## src/rtl/lsu_pkg.sv

```systemverilog
// Shared definitions for the load/store unit data-memory port.
//   - RV32I funct3 encodings for the width/sign field of loads and stores
//   - lsu_state_t: request sequencing states
//   - byte_mask / store_replicate: store lane placement
//   - load_extend: load lane selection and sign/zero extension
//   - illegal_funct3 / addr_misaligned: request legality checks
package lsu_pkg;

  localparam logic [2:0] F3_B  = 3'b000;
  localparam logic [2:0] F3_H  = 3'b001;
  localparam logic [2:0] F3_W  = 3'b010;
  localparam logic [2:0] F3_BU = 3'b100;
  localparam logic [2:0] F3_HU = 3'b101;

  typedef enum logic [1:0] {
    ST_IDLE  = 2'd0,
    ST_ISSUE = 2'd1,
    ST_WAIT  = 2'd2,
    ST_DONE  = 2'd3
  } lsu_state_t;

  // Byte enables for a store. A misaligned half/word is truncated to its
  // naturally aligned container (half uses addr[1] only, word ignores both).
  function automatic logic [3:0] byte_mask(input logic [2:0] funct3,
                                           input logic [1:0] addr_lo);
    logic [3:0] mask_s;
    case (funct3)
      F3_B:    mask_s = 4'b0001 << addr_lo;
      F3_H:    mask_s = addr_lo[1] ? 4'b1100 : 4'b0011;
      F3_W:    mask_s = 4'b1111;
      default: mask_s = 4'b0000;
    endcase
    return mask_s;
  endfunction

  // Copy the store datum onto every lane so the byte enables alone pick
  // where it lands.
  function automatic logic [31:0] store_replicate(input logic [2:0]  funct3,
                                                  input logic [31:0] data);
    logic [31:0] rep_s;
    case (funct3)
      F3_B:    rep_s = {4{data[7:0]}};
      F3_H:    rep_s = {2{data[15:0]}};
      F3_W:    rep_s = data;
      default: rep_s = 32'h0000_0000;
    endcase
    return rep_s;
  endfunction

  // Pick the addressed byte/half out of the raw word and extend it.
  function automatic logic [31:0] load_extend(input logic [2:0]  funct3,
                                              input logic [1:0]  addr_lo,
                                              input logic [31:0] word);
    logic [7:0]  b_s;
    logic [15:0] h_s;
    logic [31:0] r_s;
    case (addr_lo)
      2'b00:   b_s = word[7:0];
      2'b01:   b_s = word[15:8];
      2'b10:   b_s = word[23:16];
      2'b11:   b_s = word[31:24];
      default: b_s = 8'h00;
    endcase
    h_s = addr_lo[1] ? word[31:16] : word[15:0];
    case (funct3)
      F3_B:    r_s = {{24{b_s[7]}}, b_s};
      F3_BU:   r_s = {24'h00_0000, b_s};
      F3_H:    r_s = {{16{h_s[15]}}, h_s};
      F3_HU:   r_s = {16'h0000, h_s};
      F3_W:    r_s = word;
      default: r_s = 32'h0000_0000;
    endcase
    return r_s;
  endfunction

  // Loads reserve 011/110/111; stores only define 000..010.
  function automatic logic illegal_funct3(input logic       we,
                                          input logic [2:0] funct3);
    logic ill_s;
    if (we) begin
      ill_s = (funct3 > F3_W);
    end else begin
      ill_s = (funct3 == 3'b011) || (funct3 == 3'b110) || (funct3 == 3'b111);
    end
    return ill_s;
  endfunction

  function automatic logic addr_misaligned(input logic [2:0] funct3,
                                           input logic [1:0] addr_lo);
    logic mis_s;
    case (funct3)
      F3_H, F3_HU: mis_s = addr_lo[0];
      F3_W:        mis_s = (addr_lo != 2'b00);
      default:     mis_s = 1'b0;
    endcase
    return mis_s;
  endfunction

endpackage

```

## src/rtl/lsu_dmem_port_if.sv

```systemverilog
// Core-request / response / data-memory bundle of the load/store unit.
//   slave  : the LSU (accepts core requests, drives the memory port)
//   master : the environment (core execute stage plus data memory)
// Signals:
//   req_valid/req_ready/req_we/req_funct3/req_addr/req_wdata : core request
//   resp_valid/resp_rdata/resp_err                          : completion
//   mem_req/mem_gnt/mem_addr/mem_we/mem_wdata               : memory command
//   mem_rvalid/mem_rdata                                    : memory read data
interface lsu_dmem_port_if;

  logic        req_valid;
  logic        req_ready;
  logic        req_we;
  logic [2:0]  req_funct3;
  logic [31:0] req_addr;
  logic [31:0] req_wdata;
  logic        resp_valid;
  logic [31:0] resp_rdata;
  logic        resp_err;
  logic        mem_req;
  logic        mem_gnt;
  logic [31:0] mem_addr;
  logic [3:0]  mem_we;
  logic [31:0] mem_wdata;
  logic        mem_rvalid;
  logic [31:0] mem_rdata;

  modport slave (
    input  req_valid, req_we, req_funct3, req_addr, req_wdata,
    input  mem_gnt, mem_rvalid, mem_rdata,
    output req_ready, resp_valid, resp_rdata, resp_err,
    output mem_req, mem_addr, mem_we, mem_wdata
  );

  modport master (
    output req_valid, req_we, req_funct3, req_addr, req_wdata,
    output mem_gnt, mem_rvalid, mem_rdata,
    input  req_ready, resp_valid, resp_rdata, resp_err,
    input  mem_req, mem_addr, mem_we, mem_wdata
  );

endinterface

```

## src/rtl/lsu_lane_align.sv

```systemverilog
// Combinational lane alignment for the LSU.
//   st_*  : store side - byte enables and lane-replicated write data from
//           the incoming request (enables forced to 0 for loads)
//   ld_*  : load side - byte/half selection and sign/zero extension of the
//           raw memory word using the captured funct3 and addr[1:0]
module lsu_lane_align
  import lsu_pkg::*;
(
  input  logic        st_we,
  input  logic [2:0]  st_funct3,
  input  logic [1:0]  st_addr_lo,
  input  logic [31:0] st_data,
  output logic [3:0]  st_be,
  output logic [31:0] st_wdata,
  input  logic [2:0]  ld_funct3,
  input  logic [1:0]  ld_addr_lo,
  input  logic [31:0] ld_word,
  output logic [31:0] ld_data
);

  // Store lane placement; a load never writes.
  always_comb begin
    st_be    = 4'b0000;
    st_wdata = 32'h0000_0000;
    if (st_we) begin
      st_be    = byte_mask(st_funct3, st_addr_lo);
      st_wdata = store_replicate(st_funct3, st_data);
    end else begin
      st_be    = 4'b0000;
      st_wdata = 32'h0000_0000;
    end
  end

  // Load lane extraction and extension.
  always_comb begin
    ld_data = load_extend(ld_funct3, ld_addr_lo, ld_word);
  end

endmodule

```

## src/rtl/lsu_dmem_port.sv

```systemverilog
// RV32I load/store unit between the execute stage and a variable-latency,
// word-addressed data memory.
//   clk, rst_n : clock, asynchronous active-low reset
//   bus        : lsu_dmem_port_if.slave (core request/response + memory port)
// Parameters:
//   TIMEOUT_CYCLES : cycles allowed in ISSUE+WAIT before aborting with error
//   CNT_W          : timeout counter width, 2**CNT_W > TIMEOUT_CYCLES
// Build option:
//   LSU_MISALIGN_TRAP_EN : when defined, misaligned half/word accesses
//   complete at once with resp_err=1; otherwise they are truncated to the
//   aligned container and proceed normally.
// All outputs are registered. A request is sequenced IDLE -> ISSUE ->
// (WAIT for loads) -> DONE, or IDLE -> DONE when it is rejected up front.
module lsu_dmem_port
  import lsu_pkg::*;
#(
  parameter int unsigned TIMEOUT_CYCLES = 255,
  parameter int unsigned CNT_W          = 8
) (
  input  logic              clk,
  input  logic              rst_n,
  lsu_dmem_port_if.slave    bus
);

  localparam logic [CNT_W-1:0] CNT_LAST_C = CNT_W'(TIMEOUT_CYCLES - 1);

  lsu_state_t       state_r;
  logic [CNT_W-1:0] cnt_r;
  logic             we_r;
  logic [2:0]       funct3_r;
  logic [1:0]       addr_lo_r;

  logic             bad_s;
  logic             last_s;
  logic [3:0]       st_be_s;
  logic [31:0]      st_wdata_s;
  logic [31:0]      ld_data_s;

  lsu_lane_align u_lane_align (
    .st_we      (bus.req_we),
    .st_funct3  (bus.req_funct3),
    .st_addr_lo (bus.req_addr[1:0]),
    .st_data    (bus.req_wdata),
    .st_be      (st_be_s),
    .st_wdata   (st_wdata_s),
    .ld_funct3  (funct3_r),
    .ld_addr_lo (addr_lo_r),
    .ld_word    (bus.mem_rdata),
    .ld_data    (ld_data_s)
  );

  // Reject an incoming request that must not touch memory.
  always_comb begin
`ifdef LSU_MISALIGN_TRAP_EN
    bad_s = illegal_funct3(bus.req_we, bus.req_funct3) |
            addr_misaligned(bus.req_funct3, bus.req_addr[1:0]);
`else
    bad_s = illegal_funct3(bus.req_we, bus.req_funct3);
`endif
  end

  // Final cycle of the ISSUE+WAIT budget.
  always_comb begin
    last_s = (cnt_r == CNT_LAST_C);
  end

  // Request sequencer, timeout counter and all registered outputs.
  always_ff @(posedge clk or negedge rst_n) begin
    if (!rst_n) begin
      state_r        <= ST_IDLE;
      cnt_r          <= '0;
      we_r           <= 1'b0;
      funct3_r       <= 3'b000;
      addr_lo_r      <= 2'b00;
      bus.req_ready  <= 1'b1;
      bus.resp_valid <= 1'b0;
      bus.resp_rdata <= 32'h0000_0000;
      bus.resp_err   <= 1'b0;
      bus.mem_req    <= 1'b0;
      bus.mem_addr   <= 32'h0000_0000;
      bus.mem_we     <= 4'b0000;
      bus.mem_wdata  <= 32'h0000_0000;
    end else begin
      bus.resp_valid <= 1'b0;
      case (state_r)
        ST_IDLE: begin
          if (bus.req_valid) begin
            we_r          <= bus.req_we;
            funct3_r      <= bus.req_funct3;
            addr_lo_r     <= bus.req_addr[1:0];
            bus.req_ready <= 1'b0;
            if (bad_s) begin
              state_r        <= ST_DONE;
              bus.resp_valid <= 1'b1;
              bus.resp_err   <= 1'b1;
              bus.resp_rdata <= 32'h0000_0000;
            end else begin
              state_r       <= ST_ISSUE;
              cnt_r         <= '0;
              bus.mem_req   <= 1'b1;
              bus.mem_addr  <= {bus.req_addr[31:2], 2'b00};
              bus.mem_we    <= st_be_s;
              bus.mem_wdata <= st_wdata_s;
            end
          end else begin
            bus.req_ready <= 1'b1;
          end
        end

        ST_ISSUE: begin
          // A load granted on the last budgeted cycle could never return
          // in time, so the timeout wins; a store finishes at grant.
          if (bus.mem_gnt && (we_r || !last_s)) begin
            bus.mem_req   <= 1'b0;
            bus.mem_addr  <= 32'h0000_0000;
            bus.mem_we    <= 4'b0000;
            bus.mem_wdata <= 32'h0000_0000;
            cnt_r         <= cnt_r + CNT_W'(1);
            if (we_r) begin
              state_r        <= ST_DONE;
              bus.resp_valid <= 1'b1;
              bus.resp_err   <= 1'b0;
              bus.resp_rdata <= 32'h0000_0000;
            end else begin
              state_r <= ST_WAIT;
            end
          end else if (last_s) begin
            state_r        <= ST_DONE;
            bus.mem_req    <= 1'b0;
            bus.mem_addr   <= 32'h0000_0000;
            bus.mem_we     <= 4'b0000;
            bus.mem_wdata  <= 32'h0000_0000;
            bus.resp_valid <= 1'b1;
            bus.resp_err   <= 1'b1;
            bus.resp_rdata <= 32'h0000_0000;
          end else begin
            cnt_r <= cnt_r + CNT_W'(1);
          end
        end

        ST_WAIT: begin
          if (bus.mem_rvalid) begin
            state_r        <= ST_DONE;
            bus.resp_valid <= 1'b1;
            bus.resp_err   <= 1'b0;
            bus.resp_rdata <= ld_data_s;
          end else if (last_s) begin
            state_r        <= ST_DONE;
            bus.resp_valid <= 1'b1;
            bus.resp_err   <= 1'b1;
            bus.resp_rdata <= 32'h0000_0000;
          end else begin
            cnt_r <= cnt_r + CNT_W'(1);
          end
        end

        ST_DONE: begin
          state_r        <= ST_IDLE;
          bus.req_ready  <= 1'b1;
          bus.resp_err   <= 1'b0;
          bus.resp_rdata <= 32'h0000_0000;
        end

        default: begin
          state_r        <= ST_IDLE;
          cnt_r          <= '0;
          bus.req_ready  <= 1'b1;
          bus.resp_err   <= 1'b0;
          bus.resp_rdata <= 32'h0000_0000;
          bus.mem_req    <= 1'b0;
          bus.mem_addr   <= 32'h0000_0000;
          bus.mem_we     <= 4'b0000;
          bus.mem_wdata  <= 32'h0000_0000;
        end
      endcase
    end
  end

endmodule

```

## src/flat_wrapper.sv

```systemverilog
// flat-port wrapper written by rule: the top's interface ports become plain ports
module lsu_dmem_port_flat import lsu_pkg::*;
#(
  parameter int unsigned TIMEOUT_CYCLES = 255,
  parameter int unsigned CNT_W          = 8
)
  (clk, rst_n, bus_req_valid, bus_req_we, bus_req_funct3, bus_req_addr, bus_req_wdata, bus_mem_gnt, bus_mem_rvalid, bus_mem_rdata, bus_req_ready, bus_resp_valid, bus_resp_rdata, bus_resp_err, bus_mem_req, bus_mem_addr, bus_mem_we, bus_mem_wdata);
  lsu_dmem_port_if bus_i ();
  input  logic clk;
  input  logic rst_n;
  input wire logic [$bits(bus_i.req_valid)-1:0] bus_req_valid;
  input wire logic [$bits(bus_i.req_we)-1:0] bus_req_we;
  input wire logic [$bits(bus_i.req_funct3)-1:0] bus_req_funct3;
  input wire logic [$bits(bus_i.req_addr)-1:0] bus_req_addr;
  input wire logic [$bits(bus_i.req_wdata)-1:0] bus_req_wdata;
  input wire logic [$bits(bus_i.mem_gnt)-1:0] bus_mem_gnt;
  input wire logic [$bits(bus_i.mem_rvalid)-1:0] bus_mem_rvalid;
  input wire logic [$bits(bus_i.mem_rdata)-1:0] bus_mem_rdata;
  output wire logic [$bits(bus_i.req_ready)-1:0] bus_req_ready;
  output wire logic [$bits(bus_i.resp_valid)-1:0] bus_resp_valid;
  output wire logic [$bits(bus_i.resp_rdata)-1:0] bus_resp_rdata;
  output wire logic [$bits(bus_i.resp_err)-1:0] bus_resp_err;
  output wire logic [$bits(bus_i.mem_req)-1:0] bus_mem_req;
  output wire logic [$bits(bus_i.mem_addr)-1:0] bus_mem_addr;
  output wire logic [$bits(bus_i.mem_we)-1:0] bus_mem_we;
  output wire logic [$bits(bus_i.mem_wdata)-1:0] bus_mem_wdata;
  assign bus_i.req_valid = bus_req_valid;
  assign bus_i.req_we = bus_req_we;
  assign bus_i.req_funct3 = bus_req_funct3;
  assign bus_i.req_addr = bus_req_addr;
  assign bus_i.req_wdata = bus_req_wdata;
  assign bus_i.mem_gnt = bus_mem_gnt;
  assign bus_i.mem_rvalid = bus_mem_rvalid;
  assign bus_i.mem_rdata = bus_mem_rdata;
  assign bus_req_ready = bus_i.req_ready;
  assign bus_resp_valid = bus_i.resp_valid;
  assign bus_resp_rdata = bus_i.resp_rdata;
  assign bus_resp_err = bus_i.resp_err;
  assign bus_mem_req = bus_i.mem_req;
  assign bus_mem_addr = bus_i.mem_addr;
  assign bus_mem_we = bus_i.mem_we;
  assign bus_mem_wdata = bus_i.mem_wdata;
  lsu_dmem_port #(.TIMEOUT_CYCLES(TIMEOUT_CYCLES), .CNT_W(CNT_W)) u_core (.clk(clk), .rst_n(rst_n), .bus(bus_i));
endmodule
```

## config.mk

```make
export PLATFORM = sky130hd
export DESIGN_NAME = lsu_dmem_port_flat
export DESIGN_NICKNAME = d
export VERILOG_FILES = /design/src/rtl/lsu_pkg.sv /design/src/rtl/lsu_dmem_port_if.sv /design/src/rtl/lsu_lane_align.sv /design/src/rtl/lsu_dmem_port.sv /design/src/flat_wrapper.sv
export SDC_FILE = /design/constraint.sdc
export NUM_CORES = 1
export LEC_CHECK = 0
export CAP_MARGIN = 20
export CORE_ASPECT_RATIO = 0.75
export CORE_MARGIN = 1
export CORE_UTILIZATION = 49
export CTS_CLUSTER_DIAMETER = 40
export CTS_CLUSTER_SIZE = 12
export DETAILED_ROUTE_END_ITERATION = 10
export HOLD_SLACK_MARGIN = 0.15
export PLACE_DENSITY_LB_ADDON = 0.12
export SYNTH_ARGS = -nofsm -noshare
export SYNTH_HDL_FRONTEND = slang
export SYNTH_SLANG_ARGS = --single-unit
```

## constraint.sdc

```tcl
create_clock -name clk -period 6 [get_ports clk]
set_input_delay 0.6 -clock clk [delete_from_list [all_inputs] [get_ports clk]]
set_output_delay 0.6 -clock clk [all_outputs]
set_load 0.01 [all_outputs]
```

### After elaboration in Yosys (flattened, before gate mapping)

Index checks and enable logic that the tools add are counted.

| word-level totals | value |
|---|---|
| word-level logic and storage cells | 117 |
| output and inout bits | 104 |
| bits of input ports | 105 |
| register bits after elaboration | 120 |

| cells by class | value |
|---|---|
| reductions and logical operators | 16 |
| shifts and indexed selects | 1 |
| magnitude comparators | 1 |
| $add $sub $neg | 1 |
| muxes and demuxes | 63 |
| eq/ne operators | 22 |

Operators by type and width:

| kind | number |
|---|---|
| $mux W32 | 13 |
| $pmux W32 S5 | 1 |
| $pmux W32 S2 | 2 |
| $pmux W32 S4 | 1 |
| $pmux W32 S3 | 1 |
| $mux W8 | 5 |
| $pmux W8 S4 | 1 |
| $mux W4 | 6 |
| $pmux W8 S3 | 1 |
| $mux W1 | 19 |
| $mux W16 | 1 |
| $eq A3 B3 Y1 const B | 4 |
| $pmux W4 S3 | 1 |
| $mux W2 | 5 |
| $eq A3 B2 Y1 const B | 3 |
| $add A8 B1 Y8 const B | 1 |
| $eq A2 B2 Y1 const B | 4 |
| $eq A8 B8 Y1 const B | 1 |
| $pmux W2 S4 | 1 |
| $pmux W4 S2 | 1 |
| $reduce_and A4 Y1 | 2 |
| $eq A3 B1 Y1 const B | 2 |
| $logic_not A3 Y1 | 2 |
| $ne A2 B2 Y1 const B | 3 |
| other kinds (17) | 23 |

### Depth between registers and ports, before layout

| logic depth | value |
|---|---|
| depth in word-level cells | 7 |
| mapped depth | 10 |
| gate-level depth less buffers | 7 |

### Modules after synthesis

A second synthesis with hierarchy kept.

| second synthesis, totals | value |
|---|---|
| cells, all modules | 810 |
| area total of the unflattened synthesis | 7149.4 um^2 |

By module, submodules not included:

| module | area an instance (um^2) | sequential area each (um^2) | cells each | times used |
|---|---|---|---|---|
| lsu_dmem_port | 5620.4 | 2954.1 | 572 | 1 |
| lsu_lane_align | 1529.0 | 0.0 | 238 | 1 |

### Worst setup path before layout

Ideal clock, no wire load.

| timing | value |
|---|---|
| kind | register to register |
| start | register u_core.state_r[0] |
| end | register u_core.cnt_r[0] |
| data arrival time | 2013 ps |
| clock period less this slack | 2117 ps |
| path buffers | 1 |
| path slack | 3883 ps |
| stages on the path, launching flop included | 8 |
| library setup time | 104 ps |
| required time | 5896 ps |
| path through | dfrtp_1 -> inv_1 -> ha_1 -> buf_2 -> and2_1 -> a2111o_1 -> or4_1 -> o311ai_1 |

| on the way | value |
|---|---|
| word-level cells in the longest chain between the ends | 3 |
| elaborated cells on any way between the ends | 9 |
| those cells by class | eq/ne: 5; mux: 1; reduce/logical: 3 |

Ends and longest elaborated chain:

| element | line | RTL |
|---|---|---|
| start, declared | lsu_dmem_port.sv:27 | `lsu_state_t state_r;` |
| start signal, assigned | lsu_dmem_port.sv:70 | `state_r <= ST_IDLE;` |
| start signal, assigned | lsu_dmem_port.sv:93 | `state_r <= ST_DONE;` |
| start signal, assigned | lsu_dmem_port.sv:98 | `state_r <= ST_ISSUE;` |
| $eq A2 B2 Y1, or another cell as far along | lsu_dmem_port.sv:85 | `case (state_r)` |
| $ne A2 B2 Y1 (no line) / $reduce_bool A3 Y1 (equally long branches) | - |  |
| $reduce_and A4 Y1 (no line) | - |  |
| end signal, assigned | lsu_dmem_port.sv:118 | `cnt_r <= cnt_r + CNT_W'(1);` |
| end signal, assigned | lsu_dmem_port.sv:137 | `cnt_r <= cnt_r + CNT_W'(1);` |
| end signal, assigned | lsu_dmem_port.sv:153 | `cnt_r <= cnt_r + CNT_W'(1);` |
| end, declared | lsu_dmem_port.sv:28 | `logic [CNT_W-1:0] cnt_r;` |

Several ways; a longest one is shown, not always the timed one.
A chain may end at the register's enable or synchronous reset.

### Final worst setup path

| timing | value |
|---|---|
| start | register u_core.state_r[1] |
| end | register u_core.bus.resp_rdata[2] |

| on the way | value |
|---|---|
| word-level cells in the longest chain between the ends | 3 |
| elaborated cells on any way between the ends | 9 |
| those cells by class | eq/ne: 6; mux: 1; reduce/logical: 2 |

Ends and longest elaborated chain:

| element | line | RTL |
|---|---|---|
| $eq A2 B1 Y1 / $logic_not A2 Y1 (equally long branches) | lsu_dmem_port.sv:85 |  |
| $ne A3 B2 Y1 (no line), or another cell as far along | - |  |
| $reduce_and A3 Y1 (no line) | - |  |
| end signal, assigned | lsu_dmem_port.sv:146 | `bus.resp_rdata <= ld_data_s;` |
| end, declared | lsu_dmem_port_if.sv:31 | `output req_ready, resp_valid, resp_rdata, resp_err,` |

Several ways; a longest one is shown, not always the timed one.

==> results.toml <==
[outcome]
status = "finished clean"

[floorplanning]
core-area_sq_mm = 0.01178
placementRows = 34
die_y_um = 97.87
floorplan.initialDensity_pct = 50.96
die_x_um = 129.8
io_pins = 209
die_area_sq_mm = 0.01271

[place]
globalplace.congestion = 0.9186
detailedPlace.worstSlack_ps = 2590
buffer_ports.inserted = 206
place_hpwl_mm = 12.31

[timing]
setup_repair_after_global_routing_missed_its_margin = "false"
setup_total_negative_slack_ps = 0
slew_headroom_pct = 32.90
tightestPinTransition_ps = 1006
final-setup-viol-count = 0
final_period_minus_worst_setup_slack_ps = 2953
slew_violations = 0
final_critical_path_setup_slack_ps = 3047
clock-skew-final_ps = 8.781
maxClockFrequency_ghz = 0.3387
finalCritPeriodShare_pct = 49.21
finalHoldViolations = 0

[routing]
route.detailed.drc = 0
vias = 5620
drt_wl_total_mm = 17.53
dr.first_iter.drc_count = 333
antenna_violating_nets_post_route = 0
routed_wire_length_per_instance_um = 17.56
first_pass_iters = 5
number_of_vias_per_cell_after_detailed_routing = 5.631

[cts]
h-tree-depth = 4
cts_tree = "done"
clkTransAtPathRegs_ps = 60
buffer_type_at_the_clock_tree_root = "sky130_fd_sc_hd__clkbuf_16"
quantity_of_gates_resized_following_cts = 0
ctsHoldBuffers = 0
cts-buffers-inserted = 17
max-clock-path-buffers = 2
post_cts.repair.setup_buffers = 0
clock_latency_ps = 410
clkSinkCount = 118

[synth]
synth_top_cells_by_area = "sky130_fd_sc_hd__dfrtp_1 (49%), sky130_fd_sc_hd__o21ai_0 (7.4%), sky130_fd_sc_hd__nand2_1 (7.0%)"
synthDominantCellAreaShare_pct = 48.76
post_synth_edffs = 0
synthDistinctLibCells = 54
synth.most_common_cell = "sky130_fd_sc_hd__dfrtp_1"
mean_instance_size_in_the_synthesized_netlist_sq_um = 9.367
ys_async_sr_fraction_pct = 100.0
synth_sequential_area_ratio_pct = 49.20
synth_warnings = 0
mapped_area_sq_mm = 0.006005
synthesis.instances = 641
postSynthRegisterBits = 118
synth-main-ff-cell = "sky130_fd_sc_hd__dfrtp_1"
synth_largest_area_cell = "sky130_fd_sc_hd__dfrtp_1"
synth_common_cells = "sky130_fd_sc_hd__dfrtp_1 (117), sky130_fd_sc_hd__nand2_1 (112), sky130_fd_sc_hd__o21ai_0 (89), sky130_fd_sc_hd__a21oi_1 (47), sky130_fd_sc_hd__nand2b_1 (30)"

[setup_path]
critPathArrivalTime_ps = 3300
worst_setup_path_end_kind = "flip-flop"
critPathSlowestCell = "sky130_fd_sc_hd__ha_1"
worstPathCellList = "inv_1, ha_1, buf_4, nor2b_1, o21ai_0, a21oi_1, or2_2, a22o_1"
r2r_cells = 8
timing.reg2reg.setup_slack_ps = 3050
critPathMaxStageDelay_ps = 590
worst_setup_path_startpoint = "u_core.state_r[1]"
cp-start-kind = "flip-flop"
critPathMaxFanout = 32
rr_endpoint = "u_core.bus.resp_rdata[2]"
startpoint_of_the_most_critical_register_to_register_path = "u_core.state_r[1]"
worst-endpoint-required_ps = 6350
path_class = "reg -> reg"

[final_layout]
insertedDiodeCount = 0
layout.nets = 936
syn2layout_area_growth_pct = 44.53
final_layout_size_suffix_gt1_share_pct = 7.536

[global_route]
groute.usage.overall_pct = 28.42
antenna_found_initial = 0
grt_max_degree = 134
grt_remaining_overflow = 0
grt_pass1_wl_mm = 27.81
grt_pass1_vias = 5667

[run]
max_cap_viol_count = 0

[pwr]
vdd_drop_max_mv = 0.2905
power_density_mw_per_mm2 = 457.0
cellLeakagePower_nw = 3.570

[hold_path]
hp-class = "in -> async"
-- routing by layer --
metal | vias up | part of all wire (%) | global-route usage (%)
li1 | 2661 | - | -
met3 | 27 | 9.2 | 10.14
met2 | 240 | 47 | 44.59
met1 | 2692 | 43 | 36.03
met4 | 0 | 1.6 | 10.55
met5 | - | 0 | 0
-- worst max-delay path by stage --
stage	end
floorplan	u_core.cnt_r[0]
global placement	u_core.bus.mem_addr[12]
detailed placement	u_core.bus.mem_addr[6]
CTS	u_core.bus.mem_addr[6]
global route	u_core.bus.resp_rdata[2]
finish	u_core.bus.resp_rdata[2]
-- cell type report --
cell class                 instances  area [sq um]
clock inverter                     9         77.57
multi-input combinational        467          2815
sequential                       118          2954
tap                              162         202.7
fill                             884          3105
inverter                           8         30.03
clock buffer                      22         474.2
timing repair buffer             212          2125
-- critical path: cells and delay by family, from the launching register on --
family / cells / cell delay, ps
fa+ha+maj: 1 / 590
flops: 1 / 420
buf+inv: 2 / 470
simple gates: 2 / 850
compound gates: 3 / 550
-- where the power goes --
group	switching, W	internal, W
Clock	0.000352	0.000595
Combinational	0.000953	0.000824
Sequential	0.000202	0.00104
-- metrics by stage --
stage	hold slack, ps	cell area [sq um]	instances	util (%)	power (W)
3_3_place_gp	461.3	8099	966	68.73	0.002925
5_1_grt	279.9	8678	998	73.65	0.004222
2_1_floorplan	304.4	6008	642	-	0.002251
6_report	230.6	8678	998	73.65	0.003966
3_5_place_dp	466.1	8099	966	68.73	0.002986
4_1_cts	230.3	8651	997	73.41	0.003954
-- cells in the final DEF, fill, tap and decap left out, drive strengths merged, types with 3 or more instances in the layout --
cell type | netlist | final
clkdlybuf4s50 | 0 | 205
dfrtp | 117 | 117
nand2 | 112 | 112
o21ai | 91 | 91
a21oi | 48 | 48
nand2b | 30 | 30
o2bb2ai | 25 | 25
clkbuf | 23 | 22
nor2 | 21 | 21
nor2b | 16 | 16
mux2 | 14 | 14
a221oi | 13 | 13
o31ai | 12 | 12
o22ai | 10 | 10
mux2i | 8 | 8
inv | 8 | 8
a22o | 8 | 8
o31a | 7 | 7
ha | 7 | 7
buf | 26 | 7
nand3 | 6 | 6
clkinv | 0 | 5
a211oi | 4 | 4
a31oi | 4 | 4
clkinvlp | 0 | 3
or2 | 3 | 3
-- logic make-up (layout without fill, tap and decap cells) --
kind of cell | count (synthesis) | count (layout) | share of synthesized area, %
multiplexers | 23 | 23 | 4.334
buffers and inverters | 57 | 251 | 4.126
flip-flops | 118 | 118 | 49.20
adder cells (fa/ha/maj) | 7 | 7 | 1.459
other | 1 | 2 | 0.06245
AO/OA/AOI/OAI | 235 | 235 | 25.34
AND/OR/NAND/NOR | 200 | 200 | 15.48
-- registers in the layout, indices dropped and copies added (netlist names) --
| signal | cells |
|---|---|
| u_core.bus.mem_req | 1 |
| u_core.bus.resp_rdata | 32 |
| u_core.bus.mem_addr | 30 |
| u_core.funct3_r | 3 |
| u_core.addr_lo_r | 2 |
| u_core.bus.mem_we | 4 |
| u_core.bus.mem_wdata | 32 |
| u_core.state_r | 2 |
| u_core.cnt_r | 8 |
| u_core.bus.req_ready | 1 |
| u_core.bus.resp_err | 1 |
| u_core.bus.resp_valid | 1 |
| u_core.we_r | 1 |
Power figures use the tool's default switching activity.
